File: config.mk
export PLATFORM = sky130hd
export DESIGN_NAME = if_stage_flat
export DESIGN_NICKNAME = d
export VERILOG_FILES = /design/src/rtl/if_stage_if.sv /design/src/rtl/if_stage.sv /design/src/flat_wrapper.sv
export SDC_FILE = /design/constraint.sdc
export NUM_CORES = 1
export LEC_CHECK = 0
export ABC_AREA = 1
export ABC_CLOCK_PERIOD_IN_PS = 1400
export BUFFER_PORTS_ARGS = -buffer_cell sky130_fd_sc_hd__buf_2
export CELL_PAD_IN_SITES_DETAIL_PLACEMENT = 0
export CELL_PAD_IN_SITES_GLOBAL_PLACEMENT = 1
export CORE_MARGIN = 2
export CORE_UTILIZATION = 32
export DETAILED_ROUTE_END_ITERATION = 10
export PLACE_DENSITY = 0.85
export RECOVER_POWER = 25
export SYNTH_ARGS = -nofsm -noshare
export SYNTH_HDL_FRONTEND = slang
export SYNTH_SLANG_ARGS = --single-unit
export TNS_END_PERCENT = 1
File: constraint.sdc
create_clock -name clk -period 1.4 [get_ports clk]
set_input_delay 0.21 -clock clk [delete_from_list [all_inputs] [get_ports clk]]
set_output_delay 0.21 -clock clk [all_outputs]
set_load 0.1 [all_outputs]
File: src/rtl/if_stage_if.sv
// Fetch-stage bus: hazard/redirect controls in, instruction-memory port,
// and the registered IF/ID and PC state out toward decode.
interface if_stage_if;
  logic        stall;
  logic        redirect;
  logic [31:0] redirect_target;
  logic [9:0]  im_addr;
  logic [31:0] im_dout;
  logic [31:0] pc;
  logic [31:0] ifid_instr;
  logic [31:0] ifid_pc4;
  logic        ifid_valid;
  logic [31:0] fetch_count;

  // master: the fetch stage itself
  modport master (
    input  stall, redirect, redirect_target, im_dout,
    output im_addr, pc, ifid_instr, ifid_pc4, ifid_valid, fetch_count
  );

  // slave: hazard unit, ID stage and instruction memory around it
  modport slave (
    output stall, redirect, redirect_target, im_dout,
    input  im_addr, pc, ifid_instr, ifid_pc4, ifid_valid, fetch_count
  );
endinterface

File: src/rtl/if_stage.sv
// Instruction-fetch stage: PC register, instruction-memory addressing and the
// IF/ID pipeline register, with stall > redirect > sequential priority.
module if_stage #(
  parameter logic [31:0] RESET_PC  = 32'h0000_3000,
  parameter logic [31:0] NOP_INSTR = 32'h0000_0000
) (
  input  logic clk,
  input  logic rst,
  if_stage_if.master bus
);

  localparam logic [31:0] ALIGN_MASK    = 32'hFFFF_FFFC;
  localparam logic [31:0] RESET_PC_WORD = RESET_PC & ALIGN_MASK;

  logic [31:0] pc_reg,          pc_next;
  logic [31:0] ifid_instr_reg,  ifid_instr_next;
  logic [31:0] ifid_pc4_reg,    ifid_pc4_next;
  logic        ifid_valid_reg,  ifid_valid_next;
  logic [31:0] fetch_count_reg, fetch_count_next;
  logic [31:0] pc_plus4;

  assign pc_plus4 = pc_reg + 32'd4;

  always_comb begin
    pc_next          = pc_reg;
    ifid_instr_next  = ifid_instr_reg;
    ifid_pc4_next    = ifid_pc4_reg;
    ifid_valid_next  = ifid_valid_reg;
    fetch_count_next = fetch_count_reg;
    if (!bus.stall) begin
      if (bus.redirect) begin
        // Wrong-path instruction at the old pc is dropped as a bubble.
        pc_next         = bus.redirect_target & ALIGN_MASK;
        ifid_instr_next = NOP_INSTR;
        ifid_pc4_next   = 32'd0;
        ifid_valid_next = 1'b0;
      end else begin
        pc_next          = pc_plus4;
        ifid_instr_next  = bus.im_dout;
        ifid_pc4_next    = pc_plus4;
        ifid_valid_next  = 1'b1;
        fetch_count_next = fetch_count_reg + 32'd1;
      end
    end
  end

  always_ff @(posedge clk) begin
    if (rst) begin
      pc_reg          <= RESET_PC_WORD;
      ifid_instr_reg  <= NOP_INSTR;
      ifid_pc4_reg    <= 32'd0;
      ifid_valid_reg  <= 1'b0;
      fetch_count_reg <= 32'd0;
    end else begin
      pc_reg          <= pc_next;
      ifid_instr_reg  <= ifid_instr_next;
      ifid_pc4_reg    <= ifid_pc4_next;
      ifid_valid_reg  <= ifid_valid_next;
      fetch_count_reg <= fetch_count_next;
    end
  end

  // Only the word index inside a 4 KB window reaches memory; upper bits alias.
  assign bus.im_addr     = pc_reg[11:2];
  assign bus.pc          = pc_reg;
  assign bus.ifid_instr  = ifid_instr_reg;
  assign bus.ifid_pc4    = ifid_pc4_reg;
  assign bus.ifid_valid  = ifid_valid_reg;
  assign bus.fetch_count = fetch_count_reg;

endmodule

File: src/flat_wrapper.sv
// flat-port wrapper written by rule: the top's interface ports become plain ports
module if_stage_flat 
#(
  parameter logic [31:0] RESET_PC  = 32'h0000_3000,
  parameter logic [31:0] NOP_INSTR = 32'h0000_0000
)
  (clk, rst, bus_stall, bus_redirect, bus_redirect_target, bus_im_dout, bus_im_addr, bus_pc, bus_ifid_instr, bus_ifid_pc4, bus_ifid_valid, bus_fetch_count);
  if_stage_if bus_i ();
  input  logic clk;
  input  logic rst;
  input wire logic [$bits(bus_i.stall)-1:0] bus_stall;
  input wire logic [$bits(bus_i.redirect)-1:0] bus_redirect;
  input wire logic [$bits(bus_i.redirect_target)-1:0] bus_redirect_target;
  input wire logic [$bits(bus_i.im_dout)-1:0] bus_im_dout;
  output wire logic [$bits(bus_i.im_addr)-1:0] bus_im_addr;
  output wire logic [$bits(bus_i.pc)-1:0] bus_pc;
  output wire logic [$bits(bus_i.ifid_instr)-1:0] bus_ifid_instr;
  output wire logic [$bits(bus_i.ifid_pc4)-1:0] bus_ifid_pc4;
  output wire logic [$bits(bus_i.ifid_valid)-1:0] bus_ifid_valid;
  output wire logic [$bits(bus_i.fetch_count)-1:0] bus_fetch_count;
  assign bus_i.stall = bus_stall;
  assign bus_i.redirect = bus_redirect;
  assign bus_i.redirect_target = bus_redirect_target;
  assign bus_i.im_dout = bus_im_dout;
  assign bus_im_addr = bus_i.im_addr;
  assign bus_pc = bus_i.pc;
  assign bus_ifid_instr = bus_i.ifid_instr;
  assign bus_ifid_pc4 = bus_i.ifid_pc4;
  assign bus_ifid_valid = bus_i.ifid_valid;
  assign bus_fetch_count = bus_i.fetch_count;
  if_stage #(.RESET_PC(RESET_PC), .NOP_INSTR(NOP_INSTR)) u_core (.clk(clk), .rst(rst), .bus(bus_i));
endmodule
# After elaboration in Yosys (flattened, before gate mapping)
# Index checks and enable logic that the tools add are counted.
# op_classes
add_sub_neg,2
muxes,4
n_bitwise,2
n_reduce_logical,1
# ops
cell,n
32-bit two-way mux,3
32-bit by 1-bit adder with 32-bit output (second input constant),1
32-bit by 3-bit adder with 32-bit output (second input constant),1
1-bit NOT,2
2-bit AND reduction,1
1-bit two-way mux,1
# totals
regBits,129

# Logic depth before layout (Yosys ltp)
# Gate-level depths: netlist (run 1).
# logic_depth
ltp_word,2
depth_mapped,12

# Worst setup path before layout (run 1)
# OpenSTA, ideal clock, no wires.
# synth_path
path_kind,flip-flop to flip-flop
start,"reg u_core.pc_reg[2], in the netlist u_core.bus.pc[2]"
end,"reg u_core.pc_reg[28], in the netlist u_core.bus.pc[28]"
setup_ns,0.109
t_arrival_ns,2.290
setup_slack_ns,-0.999
path_stages_with_launch,11
synth_period_minus_slack_ns,2.399
path_cell_list,dfxtp_1 -> ha_1 -> nand2_1 -> nor2_2 -> nand2_1 -> nor2_1 -> nand3_1 -> nand3_1 -> nand3_1 -> nand2_1 -> inv_1
# synth_between
elab_chain_cells,2
# synth_rtl
item,line_no,source
"start, declared",if_stage.sv:15,"logic [31:0] pc_reg, pc_next;"
"start signal, assigned",if_stage.sv:55,pc_reg <= pc_next;
32-bit by 3-bit adder with 32-bit output,if_stage.sv:22,assign pc_plus4 = pc_reg + 32'd4;
32-bit two-way mux,if_stage.sv:31,if (bus.redirect) begin
# No other way between the ends.
# A chain may end at the register's enable or synchronous reset.

# Worst setup path in the final report (run 1)
# layout_path
start,"reg u_core.pc_reg[2], in the netlist u_core.bus.pc[2]"
end,out bus_im_addr[0]
# layout_rtl
item,line_no,source
"end, declared",flat_wrapper.sv:15,output wire logic [$bits(bus_i.im_addr)-1:0] bus_im_addr;
# No word-level cell between the ends.

==> results of run 1 <==
==> layout by cell type, fill, tap and decap left out, types with 13 or more instances in the layout <==
master	n
nand2_1	214
buf_4	161
inv_1	91
nor2_1	71
nand3_1	71
dfxtp_1	68
buf_2	66
a21oi_1	62
o21ai_0	41
a22o_1	32
dfxtp_2	31
dlygate4sd3_1	27
dfxtp_4	27
nor2_2	22
clkbuf_16	19
clkbuf_4	17
buf_12	16
nor2_4	15
buf_6	13
==> routing by layer <==
layer / wire, um / up-vias
met5: 0 / -
met4: 437 / 0
met3: 991 / 28
met2: 9670 / 172
met1: 8560 / 3001
li1: - / 3367
==> power by group through the flow <==
stage          clock network, W  registers [W]  logic, W
2_1_floorplan                 0        0.00501  0.000655
3_3_place_gp                  0        0.00391   0.00231
3_5_place_dp                  0        0.00391   0.00232
4_1_cts                 0.00463        0.00385   0.00246
5_1_grt                 0.00481        0.00387   0.00260
6_report                0.00453        0.00385   0.00248
==> worst max path at each step <==
stage	startpoint	endpoint	cells after the start	slack, ns
6_report	u_core.bus.pc[2]$_SDFFE_PP0N_	bus_im_addr[0]	2	-0.12
5_1_grt	u_core.bus.pc[3]$_SDFFE_PP0N_	u_core.bus.pc[26]$_SDFFE_PP0N_	11	-0.27
4_1_cts	u_core.bus.pc[10]$_SDFFE_PP0N_	bus_pc[10]	2	-0.12
3_5_place_dp	u_core.bus.pc[3]$_SDFFE_PP0N_	u_core.bus.pc[24]$_SDFFE_PP0N_	10	-0.15
3_3_place_gp	u_core.bus.pc[3]$_SDFFE_PP0N_	u_core.bus.pc[19]$_SDFFE_PP0N_	10	-0.11
2_1_floorplan	u_core.bus.fetch_count[1]$_SDFFE_PP0P_	u_core.bus.fetch_count[22]$_SDFFE_PP0P_	10	-0.25
==> timing repair <==
item | CTS | global route
resized for setup | 125 | 64
pin swaps | 7 | 4
hold buffers | 26 | 1
setup endpoints to repair | 156 | 99
hold endpoints to repair | 26 | 1
==> cell type report <==
class / count / area, um^2
Multi-Input combinational cell: 602 / 3150
Timing Repair Buffer: 302 / 2410
Sequential cell: 126 / 2660
Inverter: 94 / 363
Tap cell: 234 / 293
Fill cell: 1801 / 9150
Clock buffer: 22 / 517
Clock inverter: 10 / 96.3
==> logic make-up (layout without fill, tap and decap cells) <==
group | Yosys count | after routing | synth area share
xor gates and xnor gates | 5 | 5 | 0.00722
buffers and inverters | 141 | 428 | 0.101
other | 1 | 2 | 0.000618
and+or+nand+nor | 434 | 434 | 0.313
adders and majority gates | 2 | 2 | 0.00412
AOI/OAI and AO/OA | 159 | 159 | 0.159
DFF | 126 | 126 | 0.416
==> per-stage QoR <==
stage	util	cell area [um^2]
after floorplan	-	6270
after global placement	0.436	8120
after detailed placement	0.436	8120
after CTS	0.501	9340
after global routing	0.509	9490
final	0.509	9490
==> worst max-delay path, delay by kind of cell, from the launching register on <==
| family | cells | cell delay (ns) |
|---|---|---|
| buffers and inverters | 2 | 0.54 |
| DFF | 1 | 0.36 |
==> metrics.md, run 1 <==
| Metric | Value |
|---|---|
| Drt initial violations | `about 310` |
| Status | `finished with violations` |
| Min-Delay Path Depth | `2` |
| Sw Ratio | `0.339` |
| PortBufs | `202` |
| Clock Tree Buf Depth | `2` |
| Yosys reg bits | `approximately 130` |
| Met1 usage | `0.242` |
| Largest net degree at the start of global routing | `between 80 and 90` |
| Worst endpoint required time | `1.19 ns` |
| Worst hold slack | `approximately 0.015 ns` |
| Clk pwr share | `0.417` |
| Hpwl dp | `14000 um` |
| NetSw | `around 0.0037 W` |
| M3 GR Usage | `0.0516` |
| Worst setup path category | `flip-flop to output port` |
| Routability congestion estimate | `a little over 0.8` |
| Max-Cap Viols | `0` |
| Buffer count from post-CTS setup fixing | `0` |
| RR Startpoint | `u_core.bus.pc[3]$_SDFFE_PP0N_` |
| Setup TNS | `-1.65 ns` |
| Diodes inserted | `0` |
| R2R Setup Slk | `-0.11 ns` |
| Yosys warnings | `0` |
| Register share of total power | `0.354` |
| Via-to-Cell Ratio | `roughly 4.7` |
| Top_reg_cell synth | `dfxtp_1` |
| Number of global-route vias before repair | `roughly 6.2k` |
| Post-synth ARST share | `0` |
| Fin worst setup slack | `-0.124 ns` |
| Area leader, netlist | `dfxtp_1` |
| CTS tree | `built` |
| Seq/Total Area, Yosys | `0.416` |
| ANT nets after route | `0` |
| WL per Instance | `roughly 14 um` |
| Worst rel slew slack | `0.546` |
| Comb power frac | `0.229` |
| Overall Global Routing Usage | `0.195` |
| Number of synthesized flops with an enable pin | `0` |
| Clk_lat worst skew | `between 0.4 and 0.5 ns` |
| Initial Util | `0.325` |
| Max frequency | `0.656 GHz` |
| Number of I/O pins | `207` |
| Final critical-path share of the clock period | `1.09` |
| P_leak | `roughly 4.3 nW` |
| Reg2reg end | `u_core.bus.pc[24]$_SDFFE_PP0N_` |
| Worst min path class | `input pin to flip-flop` |
| Grt met2 use | `0.327` |
| Min Tclk post-route | `approximately 1.5 ns` |
| Yosys top cell area share | `0.416` |
| Die area | `0.0201 mm^2` |
| Cells after synthesis | `roughly 870` |
| Clk root buf | `clkbuf_16` |
| Critical Path Fanout Max | `4` |
| Slew Limit Fails | `0` |
| Mean Syn Cell Area | `around 7 um^2` |
| Worst VDD drop | `between 0.0007 and 0.0008 V` |
| Clk_skew | `0.0102 ns` |
| H-tree levels | `4` |
| Unrepaired setup endpoints after global routing | `true` |
| Setup crit start kind | `flip-flop` |
| Placed Cells | `1331` |
| Layout cells sized above 1 | `0.375` |
| Clock sink count | `~130` |
| Hold Path End | `u_core.bus.ifid_instr[27]$_SDFFE_PP0N_` |
| Gr busiest metal | `met2` |
| Core footprint | `between 0.015 and 0.02 mm^2` |
| R2r worst-path depth | `10` |
| WL final | `about 20000 um` |
| Worst path slowest cell | `dfxtp_4` |
| Antenna violations before repair | `0` |
| Non-Filler Instances | `approximately 1.4k` |
| Synthesized area | `a little over 0.006 mm^2` |
| Post-synth top cells | `nand2_1 (222), dfxtp_1 (126), inv_1 (92), nor2_1 (92), nand3_1 (77)` |
| CP Cell Sequence | `clkbuf_1, buf_12` |
| Synth cell types | `39` |
| Vias | `~6.6k` |
| Hold path startpoint | `bus_im_dout[27]` |
| First-pass iteration count of the detailed router | `5` |
| Std-Cell Rows | `50` |
| CP Capture Type | `output port` |
| Most frequent cell after synthesis | `nand2_1` |
| Largest cells by area after synthesis | `dfxtp_1 (42%), nand2_1 (14%), nand3_1 (6.4%)` |
| CTS clk-pin slew, worst paths | `~0.060 ns` |
| Least-Margin Pin Slew | `approximately 0.68 ns` |
| Max stage delay on crit path | `roughly 0.36 ns` |
| Power Dens Cells | `1140 mW/mm^2` |
| Die height | `~140 um` |
| Final-stage net count | `around 1.2k` |
| Total power | `between 0.01 and 0.015 W` |
| First-pass GRT wire length | `31100 um` |
| Failing checks | `negative setup slack` |
| DIE WIDTH | `~140 um` |
| Congestion Overflow GR | `0` |
| Layout area overhead | `56.4%` |
| Worst slack, placed | `-0.147 ns` |
| DRC viols | `0` |
| Final Setup Violations | `32` |
| Final Hold Fails | `0` |
| Int Power | `approximately 0.007 W` |
| TritonCTS Buffers | `17` |
| CP arrival | `1.31 ns` |
Power figures use the tool's default switching activity.
==> inputs of run 2 (changes only) <==
--- a/config.mk
+++ b/config.mk
@@ -10,8 +10,10 @@
 export BUFFER_PORTS_ARGS = -buffer_cell sky130_fd_sc_hd__buf_2
 export CELL_PAD_IN_SITES_DETAIL_PLACEMENT = 0
 export CELL_PAD_IN_SITES_GLOBAL_PLACEMENT = 1
+export CORE_ASPECT_RATIO = 0.5
 export CORE_MARGIN = 2
 export CORE_UTILIZATION = 32
+export CTS_CLUSTER_SIZE = 16
 export DETAILED_ROUTE_END_ITERATION = 10
 export PLACE_DENSITY = 0.85
 export RECOVER_POWER = 25
==> run 2 against run 1 <==
  * The run still ends with negative setup slack left
  * Clock power shrank 4.4%
  * Sequential power barely moved
  * Critical path depth unchanged
  * Worst hold slack got worse by 0.0036 ns
  * Design area up 2.5%
  * Sequential cell count unchanged
  * Sequential share of layout area fell by 0.68 points
  * Count of clock-buffer cells in the layout shrank 3
  * Utilization up 1.7 points
  * First-iteration DRC count rose by 12%
  * Total power decreased by 1.4%
  * Critical path type unchanged
  * Largest cell class unchanged
  * Largest power group unchanged
  * Highest routed layer unchanged
==> metrics.md, run 2 (synthesized netlist as in run 1, its figures left out) <==
| Metric | Value |
|---|---|
| Die height | `101 um (-28%)` |
| Min Tclk post-route | `1.53 ns (+0.00791 ns)` |
| Worst path slowest cell | `dfxtp_4` |
| CP Capture Type | `output port` |
| Post-DP Area | `0.00840 mm^2 (+3.4%)` |
| # fillers | `1769 (-1.8%)` |
| Int Power | `0.00691 W (-3.9%)` |
| Layout cells sized above 1 | `0.389 (+0.0136)` |
| TritonCTS Buffers | `17 (unchanged)` |
| Failing checks | `negative setup slack` |
| Worst VDD drop | `0.000929 V (+16%)` |
| Clk root buf | `clkbuf_16` |
| Clk pwr share | `0.405 (-0.012)` |
| Die area | `0.0201 mm^2 (+0.33%)` |
| CP Cell Sequence | `clkbuf_1, buf_12` |
| Total power | `0.0107 W (-1.4%)` |
| Status | `finished with violations` |
| Via-to-Cell Ratio | `4.68 (-0.96%)` |
| Worst endpoint required time | `1.19 ns (about the same)` |
| Worst path bufs/invs | `2 (unchanged)` |
| DIE WIDTH | `199 um (+40%)` |
| Max-Cap Viols | `0 (unchanged)` |
| Hold path startpoint | `bus_im_dout[26]` |
| Max stage delay on crit path | `0.36 ns (about the same)` |
| Overall Global Routing Usage | `0.201 (+0.00542)` |
| Final instance area | `0.00973 mm^2 (+2.5%)` |
| Final critical-path share of the clock period | `1.09 (+0.00565)` |
| Final Hold Fails | `0 (unchanged)` |
| Final Setup Violations | `38 (+19%)` |
| WL final | `20200 um (+2.8%)` |
| H-tree levels | `4 (unchanged)` |
| Comb power frac | `0.236 (+0.007)` |
| Hpwl dp | `14600 um (+4.3%)` |
| CP arrival | `1.32 ns (about the same)` |
| Most frequent cells in the layout | `nand2_1 (214), buf_4 (163), inv_1 (92), nand3_1 (71), dfxtp_1 (68)` |
| Register share of total power | `0.359 (+0.005)` |
| First-pass GRT wire length | `32100 um (+3.1%)` |
| Commonest non-fill, non-tap cell in the layout | `nand2_1` |
| Top delay family on crit path | `buffers and inverters` |
| Diodes inserted | `0 (unchanged)` |
| Critical Path Fanout Max | `4 (unchanged)` |
| NetSw | `0.00380 W (+3.3%)` |
| Buffer count from post-CTS setup fixing | `0 (unchanged)` |
| Worst rel slew slack | `0.608 (+0.0614)` |
| Largest net degree at the start of global routing | `53 (-38%)` |
| Worst setup path category | `flip-flop to output port` |
| CTS clk-pin slew, worst paths | `0.06 ns (about the same)` |
| Setup crit start kind | `flip-flop` |
| Vias | `6697 (+2.0%)` |
| Clock Tree Buf Depth | `2 (unchanged)` |
| Number of I/O pins | `207 (unchanged)` |
| Post-layout util | `0.526 (+0.0173)` |
| WL per Instance | `14.1 um (-0.15%)` |
| P_leak | `4.40 nW (+2.5%)` |
| Slew Limit Fails | `0 (unchanged)` |
| Power Dens Cells | `1100 mW/mm^2 (-3.8%)` |
| Antenna violations before repair | `0 (unchanged)` |
| Drt initial violations | `342 (+12%)` |
| Max frequency | `0.653 GHz (-0.52%)` |
| Clock sink count | `126 (unchanged)` |
| ANT nets after route | `0 (unchanged)` |
| Fin worst setup slack | `-0.132 ns (-0.00791 ns)` |
| Crit path from | `u_core.bus.pc[2]$_SDFFE_PP0N_` |
| Routability congestion estimate | `0.860 (+4.5%)` |
| Sw Ratio | `0.355 (+0.0164)` |
| DRC viols | `0 (unchanged)` |
| PortBufs | `202 (unchanged)` |
| Core footprint | `0.0185 mm^2 (-0.87%)` |
| CTS tree | `built` |
| Number of global-route vias before repair | `6517 (+4.7%)` |
| Congestion Overflow GR | `0 (unchanged)` |
| Worst min path class | `input pin to flip-flop` |
| Std-Cell Rows | `35 (-30%)` |
| First-pass iteration count of the detailed router | `5 (unchanged)` |
| Initial Util | `0.328 (+0.00286)` |
| RR Startpoint | `u_core.bus.fetch_count[0]$_SDFFE_PP0P_` |
| Unrepaired setup endpoints after global routing | `true` |
| Layout area overhead | `60.3%` |
| Least-Margin Pin Slew | `0.589 ns (-0.0920 ns)` |
| Clk_skew | `0.0111 ns (+0.000951 ns)` |
| Clk_lat worst skew | `0.42 ns (about the same)` |
| Final-stage net count | `1229 (+1.3%)` |
-- run 2: timing repair --
action | 4_1_cts | 5_1_grt
hold endpoints to repair | 21 | 1
hold buffers | 21 | 1
pin swaps | 7 | 7
resized for setup | 117 | 80
setup endpoints to repair | 146 | 107
-- run 2: metal layers --
metal  part of all wire  vias up  track usage  routed length [um]
met5                  0        -            0                   0
met4              0.016        0       0.0672                 324
met3              0.044       26       0.0493                 895
met2               0.50      138        0.352               10100
met1               0.44     3129        0.244                8940
li1                   -     3404            -                   -
-- run 2: power groups by stage --
| stage | Combinational [W] | Sequential (W) | Clock (W) |
|---|---|---|---|
| 6_report | 0.00253 | 0.00385 | 0.00433 |
| 5_1_grt | 0.00265 | 0.00387 | 0.00457 |
| 4_1_cts | 0.00250 | 0.00384 | 0.00441 |
| 3_5_place_dp | 0.00237 | 0.00391 | 0 |
| 3_3_place_gp | 0.00236 | 0.00391 | 0 |
| 2_1_floorplan | 0.000655 | 0.00501 | 0 |
-- run 2: through the flow --
step	setup slack (ns)	setup TNS (ns)	hold WS (ns)	instances
3_5_place_dp	-0.159	-2.96	0.424	1377
6_report	-0.132	-2.29	0.0113	1431
4_1_cts	-0.134	-1.77	0.000278	1430
3_3_place_gp	-0.137	-1.92	0.420	1377
5_1_grt	-0.278	-8.75	0.00286	1431
2_1_floorplan	-0.250	-10.69	0.336	869
-- run 2: path summary, 6_finish.rpt --
path | end | slack, ns | cells after the start
max | bus_im_addr[0] | -0.13 | 2
min | u_core.bus.ifid_instr[26]$_SDFFE_PP0N_ | 0.01 | 2
max reg2reg | u_core.bus.fetch_count[28]$_SDFFE_PP0P_ | -0.12 | 10
min reg2reg | u_core.bus.ifid_pc4[12]$_SDFFE_PP0N_ | 0.47 | 2
-- run 2: layout make-up --
type,count,area [um^2],share of cell area
Sequential cell,126,2660,0.274
Clock inverter,13,101,0.0104
Multi-Input combinational cell,602,3180,0.327
Inverter,94,363,0.0373
Tap cell,259,324,0.0333
Clock buffer,19,475,0.0489
Timing Repair Buffer,318,2620,0.270
-- run 2: worst register-to-register path, cell delays in order (launching register included) --
cell	delay (ns)
dfxtp_1	0.40
ha_4	0.17
nand3_4	0.10
inv_1	0.06
nand2_1	0.05
nor2_2	0.14
nand2_2	0.12
nor2_4	0.13
nand2_1	0.08
o21ai_1	0.12
nor2_1	0.04
